### config.mk
export PLATFORM = sky130hd
export DESIGN_NAME = motor_step_drv_if
export DESIGN_NICKNAME = d
export VERILOG_FILES = /design/src/rtl/motor_step_drv_if.sv
export SDC_FILE = /design/constraint.sdc
export NUM_CORES = 1
export LEC_CHECK = 0
export ABC_AREA = 1
export BUFFER_PORTS_ARGS = -buffer_cell sky130_fd_sc_hd__buf_2
export CORE_MARGIN = 1
export CORE_UTILIZATION = 54
export DETAILED_ROUTE_END_ITERATION = 7
export GPL_ROUTABILITY_DRIVEN = 0
export PLACE_DENSITY_LB_ADDON = 0.15
export SLEW_MARGIN = 5
export SYNTH_ARGS = -nofsm -noshare
export SYNTH_HDL_FRONTEND = slang
export SYNTH_SLANG_ARGS = --single-unit
### constraint.sdc
create_clock -name i_clk -period 3.3 [get_ports i_clk]
set_clock_uncertainty 0.1 [all_clocks]
set_input_delay 0.165 -clock i_clk [delete_from_list [all_inputs] [get_ports i_clk]]
set_output_delay 0.165 -clock i_clk [all_outputs]
set_load 0.01 [all_outputs]
### src/rtl/motor_step_drv_if.sv
// Stepper driver pin stage: enable settle, dir setup/hold, step pulse widths, one-deep request buffer, position and drop counters.
// Optional soft position window: define MOTOR_SOFT_LIMIT_EN.
module motor_step_drv_if #(
  parameter int unsigned PULSE_HI_CYC  = 100,
  parameter int unsigned PULSE_LO_CYC  = 100,
  parameter int unsigned DIR_SETUP_CYC = 500,
  parameter int unsigned EN_SETTLE_CYC = 5000,
  parameter int unsigned POS_W         = 32
) (
  input  logic                    i_clk,
  input  logic                    i_rst,
  input  logic                    i_step,
  input  logic                    i_dir,
  input  logic                    i_en,
  input  logic                    i_hold_off,
  input  logic                    i_pos_clr,
`ifdef MOTOR_SOFT_LIMIT_EN
  input  logic signed [POS_W-1:0] i_pos_min,
  input  logic signed [POS_W-1:0] i_pos_max,
  output logic                    o_limit,
`endif
  output logic                    o_motor_step,
  output logic                    o_motor_dir,
  output logic                    o_motor_en,
  output logic                    o_motor_hold_off,
  output logic                    o_busy,
  output logic signed [POS_W-1:0] o_pos,
  output logic [15:0]             o_drop_cnt
);

  // Counters load N-1 and leave the state on reaching zero, so a zero parameter behaves as 1.
  localparam logic [15:0] HI_LD    = 16'((PULSE_HI_CYC  == 0) ? 0 : PULSE_HI_CYC  - 1);
  localparam logic [15:0] LO_LD    = 16'((PULSE_LO_CYC  == 0) ? 0 : PULSE_LO_CYC  - 1);
  localparam logic [15:0] SETUP_LD = 16'((DIR_SETUP_CYC == 0) ? 0 : DIR_SETUP_CYC - 1);
  localparam logic [15:0] EN_LD    = 16'((EN_SETTLE_CYC == 0) ? 0 : EN_SETTLE_CYC - 1);

  typedef enum logic [2:0] {DIS, EN_WAIT, IDLE, DIR_SETUP, PULSE_HI, PULSE_LO} state_t;

  state_t             state, state_n;
  logic [15:0]        cnt, cnt_n;
  logic               slot_v, slot_v_n, slot_d, slot_d_n;
  logic               dir_n, step_used, req_dir;
  logic [POS_W-1:0]   pos_n;
  logic [15:0]        drop_n;

  assign req_dir = slot_v ? slot_d : i_dir;

`ifdef MOTOR_SOFT_LIMIT_EN
  logic signed [POS_W:0] tgt;
  logic                  lim_hit, limit_n;

  always_comb begin
    tgt     = req_dir ? {o_pos[POS_W-1], o_pos} + (POS_W+1)'(1)
                      : {o_pos[POS_W-1], o_pos} - (POS_W+1)'(1);
    lim_hit = (tgt < $signed({i_pos_min[POS_W-1], i_pos_min})) ||
              (tgt > $signed({i_pos_max[POS_W-1], i_pos_max}));
  end
`endif

  always_comb begin
    state_n   = state;
    cnt_n     = cnt;
    slot_v_n  = slot_v;
    slot_d_n  = slot_d;
    dir_n     = o_motor_dir;
    pos_n     = o_pos;
    drop_n    = o_drop_cnt;
    step_used = 1'b0;
`ifdef MOTOR_SOFT_LIMIT_EN
    limit_n   = o_limit;
`endif
    if (state != DIS && !i_en) begin
      // Abort: pending request is discarded; a strobe arriving now refills the emptied slot.
      state_n  = DIS;
      slot_v_n = i_step;
      slot_d_n = i_dir;
    end else begin
      unique case (state)
        DIS: if (i_en) begin
          state_n = EN_WAIT;
          cnt_n   = EN_LD;
        end
        EN_WAIT: if (cnt == '0) state_n = IDLE;
                 else           cnt_n   = cnt - 16'd1;
        IDLE: if (slot_v || i_step) begin
          step_used = !slot_v;
          slot_v_n  = 1'b0;
`ifdef MOTOR_SOFT_LIMIT_EN
          if (lim_hit) limit_n = 1'b1;
          else begin
            limit_n = 1'b0;
`else
          begin
`endif
            if (req_dir == o_motor_dir) begin
              state_n = PULSE_HI;
              cnt_n   = HI_LD;
            end else begin
              dir_n   = req_dir;
              state_n = DIR_SETUP;
              cnt_n   = SETUP_LD;
            end
          end
        end
        DIR_SETUP: if (cnt == '0) begin
          state_n = PULSE_HI;
          cnt_n   = HI_LD;
        end else cnt_n = cnt - 16'd1;
        PULSE_HI: if (cnt == '0) begin
          state_n = PULSE_LO;
          cnt_n   = LO_LD;
        end else cnt_n = cnt - 16'd1;
        PULSE_LO: if (cnt == '0) state_n = IDLE;
                  else           cnt_n   = cnt - 16'd1;
        default: state_n = DIS;
      endcase
      if (i_step && !step_used) begin
        if (!slot_v_n) begin
          slot_v_n = 1'b1;
          slot_d_n = i_dir;
        end else if (o_drop_cnt != '1) begin
          drop_n = o_drop_cnt + 16'd1;
        end
      end
      if (state_n == PULSE_HI && state != PULSE_HI)
        pos_n = dir_n ? o_pos + POS_W'(1) : o_pos - POS_W'(1);
    end
    if (i_pos_clr) begin
      pos_n  = '0;
      drop_n = '0;
`ifdef MOTOR_SOFT_LIMIT_EN
      limit_n = 1'b0;
`endif
    end
  end

  always_ff @(posedge i_clk) begin
    if (i_rst) begin
      state            <= DIS;
      cnt              <= '0;
      slot_v           <= 1'b0;
      slot_d           <= 1'b0;
      o_motor_step     <= 1'b0;
      o_motor_dir      <= 1'b0;
      o_motor_en       <= 1'b0;
      o_motor_hold_off <= 1'b0;
      o_busy           <= 1'b0;
      o_pos            <= '0;
      o_drop_cnt       <= '0;
    end else begin
      state            <= state_n;
      cnt              <= cnt_n;
      slot_v           <= slot_v_n;
      slot_d           <= slot_d_n;
      o_motor_step     <= (state_n == PULSE_HI);
      o_motor_dir      <= dir_n;
      o_motor_en       <= (state_n != DIS);
      o_motor_hold_off <= i_hold_off;
      o_busy           <= (state_n != IDLE) || slot_v_n;
      o_pos            <= pos_n;
      o_drop_cnt       <= drop_n;
    end
  end

`ifdef MOTOR_SOFT_LIMIT_EN
  always_ff @(posedge i_clk) begin
    if (i_rst) o_limit <= 1'b0;
    else       o_limit <= limit_n;
  end
`endif

endmodule

# After elaboration in Yosys (flattened, before gate mapping)

Index checks and enable logic that the tools add are counted.
W data, S select, Z words.

Register bits: 74
Bits in latches: 0
Bits in writable memories: 0
Memory bits (read-only): 0
Input bits: 7
Output and inout bits: 53
Word-level logic and storage cells: 84
Memories: 0

Add/sub/neg operators: 4
$mul: 0
Divide/modulo/power cells: 0
$lt $le $gt $ge: 0
Equal/unequal tests: 15
Shift-type cells: 0
Muxes and demuxes: 32
Bitwise logic cells: 1
Reductions and logical operators: 21

Operators with widths:

| kind                    | count |
|---|---|
| $mux W16                | 4 |
| $pmux W16 S4            | 1 |
| $add A32 B2 Y32 const B | 1 |
| $mux W32                | 1 |
| $sub A32 B2 Y32 const B | 1 |
| $mux W3                 | 8 |
| $add A16 B1 Y16 const B | 1 |
| $logic_not A16 Y1       | 1 |
| $mux W1                 | 16 |
| $ne A16 B16 Y1 const B  | 1 |
| $sub A16 B1 Y16 const B | 1 |
| $pmux W3 S5             | 1 |
| $eq A3 B3 Y1 const B    | 4 |
| $mux W9                 | 1 |
| $ne A2 B2 Y1 const B    | 4 |
| $eq A3 B2 Y1 const B    | 2 |
| $reduce_bool A3 Y1      | 2 |
| $reduce_or A2 Y1        | 3 |
| $reduce_and A5 Y1       | 1 |
| $reduce_and A2 Y1       | 2 |
| $reduce_and A4 Y1       | 1 |
| $reduce_bool A4 Y1      | 1 |
| $eq A3 B1 Y1 const B    | 1 |
| $logic_and A1 B1 Y1     | 3 |
| 8 further kinds         | 11 |

# Logic depth before layout (Yosys ltp)

Gate-level depths: netlist of the first run.

Depth in word-level cells: 9
Mapped depth: 21
Gate-level depth less buffers: 21

# Worst setup path before layout of the first run

Ideal clock, no wire load.

Path type: register to register
From: register state[1]
To: register o_pos[27]
Library setup time: 0.109 ns
Arrival time: 2.982 ns
Required time: 3.091 ns
Setup slack: 0.109 ns
Cell stages (with the launch flop): 19
Path buffers: 1
Clock period less this slack: 3.191 ns
Path through: dfxtp_1 -> buf_2 -> nand2_1 -> nor2_1 -> nand2_1 -> nand2_1 -> nand2_1 -> ha_1 -> or2_2 -> nand3_1 -> nand2_1 -> a21oi_1 -> inv_1 -> nand2_1 -> nand2_1 -> nand2_1 -> nand3_1 -> nand2_1 -> inv_1

Longest elaborated chain between the ends: 7
Elaborated cells between the ends (all ways): 24
Classes of those cells: 7 x eq/ne; 10 x mux; 1 x bitwise; 6 x reduce/logical

Ends and longest elaborated chain:

| what                                                | line | text |
|---|---|---|
| start, declared                                     | 39   | `state_t state, state_n;` |
| start signal, assigned                              | 151  | `state <= state_n;` |
| $eq A3 B3 Y1 / $eq A3 B1 Y1 (equally long branches) | 78   | `unique case (state)` |
| $reduce_or A2 Y1 (no source line)                   | -    |  |
| $pmux W3 S5                                         | 78   |  |
| $mux W3                                             | 72   | `if (state != DIS && !i_en) begin` |
| $eq A3 B3 Y1                                        | 125  | `if (state_n == PULSE_HI && state != PULSE_HI)` |
| $logic_and A1 B1 Y1                                 | 125  |  |
| $reduce_and A2 Y1 (no source line)                  | -    |  |
| end signal, assigned                                | 160  | `o_pos <= pos_n;` |
| end, declared                                       | 27   | `output logic signed [POS_W-1:0] o_pos,` |

Several ways; a longest one is shown, not always the timed one. The select of a mux whose other input is x is not followed.
A chain may end at the register's enable or synchronous reset.

# Final worst setup path of the first run

From: register state[2]
To: register o_pos[29]

Same word-level chain as after synthesis.

==> impl_results.md, run 1 <==
- Pins over their slew limit: 0
- Post-placement cell count: 1113
- Average wire per cell in the routed design: 12.52 µm
- Port bufs: 59
- Yosys warns: 0
- CP Max Fanout: 18
- Cells after synthesis: 931
- Sw frac: 36.73%
- Final WL: 14.16 mm
- Required @ worst endpoint: 3480 ps
- Final net count: 1035
- Num CTS Buffers: 9
- Final Hold Fails: 0
- Reg2reg start: state[2]
- Final Setup Violations: 0
- Critical-path cell list: inv_1 -> nand2_1 -> nor2_1 -> nand2_1 -> nand2_1 -> nand2_2 -> buf_12 -> ha_1 -> nand2_1 -> nor2_1 -> and2_1 -> nand2_1 -> nand2_1 -> nand2_1 -> nand3_1 -> nand3_1 -> nand2_1 -> inv_1
- Tcrit/Tclk final: 91.14%
- Max IR drop VDD: 0.1941 mV
- Crit-path leading delay family: simple AND/OR/NAND/NOR gates
- Setup Crit Path Kind: register to register
- Maximum clock frequency: 0.3325 GHz
- Syn_area_per_cell: 6.101 µm²
- CP peak stage delay: 360 ps
- Seq pwr share: 36.2%
- Max_slew headroom: 45.26%
- Footprint of the multi-input gates: 3600 µm²
- Setup crit start kind: register
- Diode count: 0
- Synth area leaders: dfxtp_1, nand2_1, inv_1
- CTS sink count: 74
- DRT iter0 DRCs: 277
- Worst Setup SP: state[2]
- Chip height: 104.6 µm
- First-pass GRT wire length: 23.78 mm
- Arrival @ worst endpoint: 3190 ps
- Storage cell area: 1483 µm²
- Final cell count without fillers: 1131
- Initial antenna violation count: 0
- Worst path most repeated cell: nand2_1
- Worst hold path class: primary input to register
- Pin count of the biggest net entering global routing: 62
- Crit. End Element: register
- Post-synthesis register bit count: 74
- I/O pin count: 60
- DR DRC count: 0
- CTS tree: done
- Post-synth top area cell: dfxtp_1
- Core outline area: 10280 µm²
- Pre-Repair DR Iteration Count: 6
- P_int: 1.656 mW
- Bufs and invs on worst path: 3
- Status: complete, no violations
- Vias in the first global route: 5238
- Worst Max-Slew Pin Slew: 820.2 ps
- Die area: 10930 µm²
- Syn nets: 975
- PD cells: 411.2 nW/µm²
- Max Cap Viol: 0
- Synth top area share: 26.08%
- Clock-pin slew on the worst setup and hold paths: 80 ps
- Die Width: 104.6 µm
- Synth-to-layout area growth: 12.03%
- Via count: 5827
- Skew-Pair Late Insertion Delay: 370 ps
- NetSw: 0.9611 mW
- Rows: 37
- Routed vias/inst: 5.152
- Layout cell share with drive strength beyond 1: 10.55%
- LEAKAGE: 3.461 nW
- Mapped Area: 5680 µm²
- Synth cell types: 44
- Hpwl dp: 10.44 mm
- Highest-delay cell along the critical path: dfxtp_1
- Post-route ant nets: 0
- Fill cells: 1054
- Total grt overflow: 0
- Tmin final: 3008 ps
- Root buf cell: clkbuf_8
- Clock power frac: 32.0%
- CTS H-tree depth: 3
- Initial core utilization: 55.27%
- Seq/Total Area, Yosys: 26.08%
- Comb pwr share: 31.8%
- Hold_sp: i_en
- Global Route Usage Sum: 26.61%
- Setup TNS: 0 ps
- CTS max path bufs: 2
-- sequential cells by signal, summed over array words and instances, names as in the netlist --
| signal | count |
|---|---|
| o_busy | 1 |
| o_drop_cnt | 16 |
| o_motor_hold_off | 1 |
| o_motor_dir | 1 |
| cnt | 16 |
| o_pos | 32 |
| o_motor_en | 1 |
| slot_v | 1 |
| state | 3 |
| o_motor_step | 1 |
| slot_d | 1 |
-- metal layers --
metal	wire (µm)	part of all wire [%]	vias up	global-route usage, %
li1	-	-	3108	-
met2	6381	45	162	43.14
met5	0	0	-	0
met1	6619	47	2523	34.50
met3	652	4.6	34	3.182
met4	502	3.5	0	14.18
-- through the flow --
stage / instance area [µm²] / power, mW / hold WS, ps / utilization, % / setup WS, ps
after floorplan: 5680 / 1.594 / 134.4 / - / 109.3
after global placement: 6073 / 1.764 / 264.6 / 59.09 / 190.8
after detailed placement: 6073 / 1.759 / 273.7 / 59.09 / 196.2
after CTS: 6320 / 2.601 / 9.242 / 61.49 / 187.5
after global routing: 6364 / 2.784 / 40.01 / 61.92 / -124.1
final: 6364 / 2.617 / 28.04 / 61.92 / 292.3
-- power groups by stage --
stage,clock network [mW],logic (mW),registers (mW)
finish,0.837,0.831,0.948
floorplan,0,0.629,0.965
CTS,0.853,0.802,0.946
global route,0.885,0.948,0.952
detailed placement,0,0.792,0.967
global placement,0,0.796,0.968
-- Yosys cell counts (all sizes together) --
cell	number
a211oi	1
a21boi	1
a21o	3
a21oi	74
a22oi	1
a31o	1
a31oi	3
and2	3
and3	1
buf	10
clkbuf	5
clkinv	3
dfxtp	74
fa	1
ha	36
inv	133
nand2	268
nand3	60
nand3b	3
nand4	8
nor2	125
nor3	17
nor3b	2
nor4	4
o211ai	3
o21ai	51
o21bai	6
o22ai	2
or2	1
xnor2	18
xor2	13
-- tightest hold or removal path: stages --
cell and delay [ps]:
buf_2 120, inv_1 110, nor3_1 70
-- cell type report --
type,count,area share [%]
tap,136,2.674
multi-input combinational,706,56.57
sequential,74,23.30
clock inverter,4,1.180
inverter,136,8.120
timing repair buffer,64,5.781
clock buffer,11,2.379
-- cell usage in the layout, fill, tap and decap left out, types with 3 or more instances in the layout --
cell type,instances
inv_1,129
inv_2,4
nor2_2,6
o21ai_0,25
a21oi_1,74
xor2_1,13
xnor2_1,18
dfxtp_1,73
o211ai_1,3
nor4_1,4
buf_2,59
nand4_1,8
and2_1,3
nor2_1,117
o21bai_1,6
o21ai_1,25
a31oi_1,3
nor3_1,16
nand3_1,59
nand2_1,262
clkbuf_8,11
a21o_1,3
ha_1,36
nand2_2,6
-- final timing paths --
| kind | end | slack [ps] | depth (start not counted) |
|---|---|---|---|
| max | o_pos[29] | 290 | 18 |
| max reg2reg | o_pos[29] | 290 | 18 |
| min | o_motor_en | 30 | 3 |
| min reg2reg | o_drop_cnt[4] | 390 | 2 |
-- timing repair --
| item | CTS | global route |
|---|---|---|
| setup buffers | 0 | 0 |
| hold buffers | 2 | 0 |
| gates resized for setup | 0 | 8 |
| endpoints found under the hold margin | 2 | 0 |
| endpoints found under the setup margin | 0 | 12 |
-- kinds of logic (layout without fill, tap and decap cells) --
kind of cell	after synthesis	in the layout	synth area share [%]
AO/OA/AOI/OAI	146	146	13.85
buffers and inverters	151	215	10.90
adder cells (fa/ha/maj)	37	37	8.282
XOR/XNOR	31	31	4.780
AND/OR/NAND/NOR	492	492	36.10
flip-flops	74	74	26.08
(Power assumes the default switching activity.)
==> inputs of run 2 (changes only) <==
Settings changed: ABC_AREA 1 to default.
==> run 2 against run 1 <==
Compared with the run above: cell area down 0.92%; largest cell class unchanged; fmax down 7.8%; register-to-register slack worse by 260 ps.
==> impl_results.md, run 2 <==
- Status: complete, no violations
- Reg2Reg Setup Slack: 40 ps (-260 ps)
- Worst hold path class: primary input to register
- Post-synth top area cell: dfxtp_1
- Skew-Pair Late Insertion Delay: 350 ps (-20 ps)
- Sw frac: 29.10% (-7.6 points)
- Tmin final: 3264 ps (+255.8 ps)
- Largest reg by FF count: o_pos
- Stages on the worst setup path: 15 (-3)
- Required @ worst endpoint: 3490 ps (about the same)
- Final Power: 1.965 mW (-25%)
- Seq pwr share: 47.2% (+11 points)
- Worst Max-Slew Pin Slew: 1045 ps (+224.8 ps)
- Worst r2r dst: o_pos[31]
- Setup crit end: o_pos[31]
- DR DRC count: 0 (unchanged)
- First-pass GRT wire length: 22.88 mm (-3.8%)
- Layout cell share with drive strength beyond 1: 23.18% (+13 points)
- CTS max path bufs: 2 (unchanged)
- Arrival @ worst endpoint: 3450 ps (+260 ps)
- Setup TNS: 0 ps (unchanged)
- Bufs and invs on worst path: 2 (-1)
- Clock power frac: 39.0% (+7.0 points)
- Cell with the most instances after synthesis: nand2_1
- Final WL: 13.96 mm (-1.4%)
- P_int: 1.393 mW (-16%)
- Syn nets: 722 (-26%)
- NetSw: 0.5719 mW (-40%)
- Via count: 5338 (-8.4%)
- Core outline area: 9196 µm² (-11%)
- Crit. End Element: register
- CP peak stage delay: 370 ps (about the same)
- Routed vias/inst: 5.984 (+16%)
- Synth-to-layout area growth: 23.41%
- Syn_area_per_cell: 7.535 µm² (+23%)
- Critical-path cell list: nor2_4 -> nand2_2 -> nor2_4 -> mux2i_4 -> buf_6 -> buf_4 -> ha_4 -> a2111oi_4 -> nand2b_1 -> o21ai_0 -> a21oi_2 -> or3b_4 -> o221ai_2 -> mux2i_1 -> mux2i_1
- Global Route Usage Sum: 28.29% (+1.7 points)
- DRT iter0 DRCs: 207 (-25%)
- Comb pwr share: 13.9% (-18 points)
- Setup crit start kind: register
- Pins over their slew limit: 0 (unchanged)
- CTS H-tree depth: 3 (unchanged)
- Footprint of the multi-input gates: 3627 µm² (+0.76%)
- I/O pin count: 60 (unchanged)
- Die area: 9854 µm² (-9.9%)
- Unrepaired setup endpoints after global routing: true
- Num CTS Buffers: 9 (unchanged)
- Setup Crit Path Kind: register to register
- Diode count: 0 (unchanged)
- Reg2reg start: state[2]
- Final Setup Violations: 0 (unchanged)
- Initial core utilization: 55.55% (+0.28 points)
- Synth top cells by count: nand2_1, dfxtp_1, a21oi_1
- Total grt overflow: 0 (unchanged)
- Port bufs: 59 (unchanged)
- Regs by FF count: o_pos x32, cnt x16, o_drop_cnt x16
- Max Cap Viol: 0 (unchanged)
- Post-synth ARST share: 0% (unchanged)
- Mapped Area: 5109 µm² (-10%)
- Number of synthesized flops with an enable pin: 0 (unchanged)
- Clock-pin slew on the worst setup and hold paths: 90 ps (about the same)
- PD cells: 311.7 nW/µm² (-24%)
- Synth area leaders: dfxtp_1, ha_1, a21oi_1
- LEAKAGE: 2.727 nW (-21%)
- Average wire per cell in the routed design: 15.65 µm (+25%)
- Hpwl dp: 9.950 mm (-4.7%)
- Post-synthesis register bit count: 74 (unchanged)
- Max_slew headroom: 30.08% (-15 points)
- Final net count: 820 (-21%)
- Max IR drop VDD: 0.2367 mV (+22%)
- Rows: 35 (-5.4%)
- Die Width: 99.27 µm (-5.1%)
- Storage cell area: 1486 µm² (+0.25%)
- Max FFs per register: 32 (unchanged)
- Pin count of the biggest net entering global routing: 45 (-27%)
- Worst Setup SP: state[2]
- Cells after synthesis: 678 (-27%)
- Tcrit/Tclk final: 98.90% (+7.8 points)
- Synth top area share: 29.00% (+2.9 points)
- CTS sink count: 74 (unchanged)
- Yosys warns: 0 (unchanged)
- Chip height: 99.27 µm (-5.1%)
- Vias in the first global route: 5062 (-3.4%)
- R2R cell count: 15 (-3)
- Fill cells: 801 (-24%)
- Crit-path leading delay family: simple AND/OR/NAND/NOR gates
- CP Max Fanout: 7 (-11)
- Synth Flop Type: dfxtp_1
- Final Hold Fails: 0 (unchanged)
- Synth cell types: 64 (+45%)
- Highest-delay cell along the critical path: or3b_4
- Initial antenna violation count: 0 (unchanged)
- Root buf cell: clkbuf_8
- Post-route ant nets: 0 (unchanged)
- Maximum clock frequency: 0.3064 GHz (-7.8%)
- Pre-Repair DR Iteration Count: 5 (-1)
- Most common cell after layout, fill and taps aside: nand2_1
- CTS tree: done
- Commonest non-fill, non-tap cells in the layout: nand2_1, dfxtp_1, a21oi_1, nor2_1, buf_2
- Seq/Total Area, Yosys: 29.00% (+2.9 points)
[run 2: cell families after synthesis]
| family | after synthesis | synth area share, % |
|---|---|---|
| adders and majority gates | 37 | 9.209 |
| xor gates and xnor gates | 34 | 5.829 |
| and+or+nand+nor | 269 | 25.47 |
| buffers and inverters | 51 | 4.163 |
| AOI/OAI and AO/OA | 204 | 24.54 |
| DFF | 74 | 29.00 |
| muxes | 9 | 1.788 |
[run 2: per-stage QoR]
stage               cell area [µm²]  hold slack (ps)  utilization [%]  worst slack (ps)  std cells
floorplan                      5224            193.2                -            -311.2        678
CTS                            6156            1.497            66.94           -0.5687        886
detailed placement             5887            282.7            64.01            -71.88        866
global placement               5887            274.6            64.01           -0.4337        866
finish                         6305            5.761            68.56             36.46        892
global route                   6305            39.08            68.56            -182.6        892
[run 2: worst min-delay path by stage]
| stage | startpoint | endpoint | slack [ps] | depth (start not counted) |
|---|---|---|---|---|
| global placement | i_hold_off | o_motor_hold_off | 270 | 2 |
| CTS | i_pos_clr | o_pos[31] | 1 | 3 |
| detailed placement | i_hold_off | o_motor_hold_off | 280 | 2 |
| global route | i_pos_clr | o_pos[31] | 40 | 3 |
| floorplan | i_hold_off | o_motor_hold_off | 190 | 1 |
| finish | i_pos_clr | o_pos[31] | 6 | 3 |
[run 2: timing repair]
item / 4_1_cts / 5_1_grt
hold endpoints to repair: 2 / 0
hold buffers: 2 / 0
gates resized for setup: 8 / 21
pin swaps: 3 / 17
setup endpoints to repair: 5 / 14
setup buffers: 2 / 6
[run 2: routing by layer]
metal	up-vias	share of wire (%)	track usage, %
met5	-	0	0
met1	2529	43	33.75
met3	33	3.9	4.427
li1	2637	-	-
met2	139	51	50.64
met4	0	2.3	11.43
[run 2: tightest hold or removal path, stage by stage]
cell and delay, ps:
buf_2 90, or3_1 90, mux2i_1 60
[run 2: power by group through the flow]
stage,logic [mW],clock network (mW),registers [mW]
finish,0.273,0.766,0.927
global route,0.300,0.816,0.929
CTS,0.264,0.776,0.926
detailed placement,0.260,0,0.946
global placement,0.251,0,0.946
floorplan,0.192,0,0.946
[run 2: layout make-up]
| class | count | share of cell area (%) |
|---|---|---|
| clock buffer | 10 | 2.183 |
| clock inverter | 6 | 1.032 |
| inverter | 20 | 1.191 |
| multi-input combinational | 553 | 57.53 |
| sequential | 74 | 23.58 |
| tap | 111 | 2.203 |
| timing repair buffer | 118 | 12.28 |
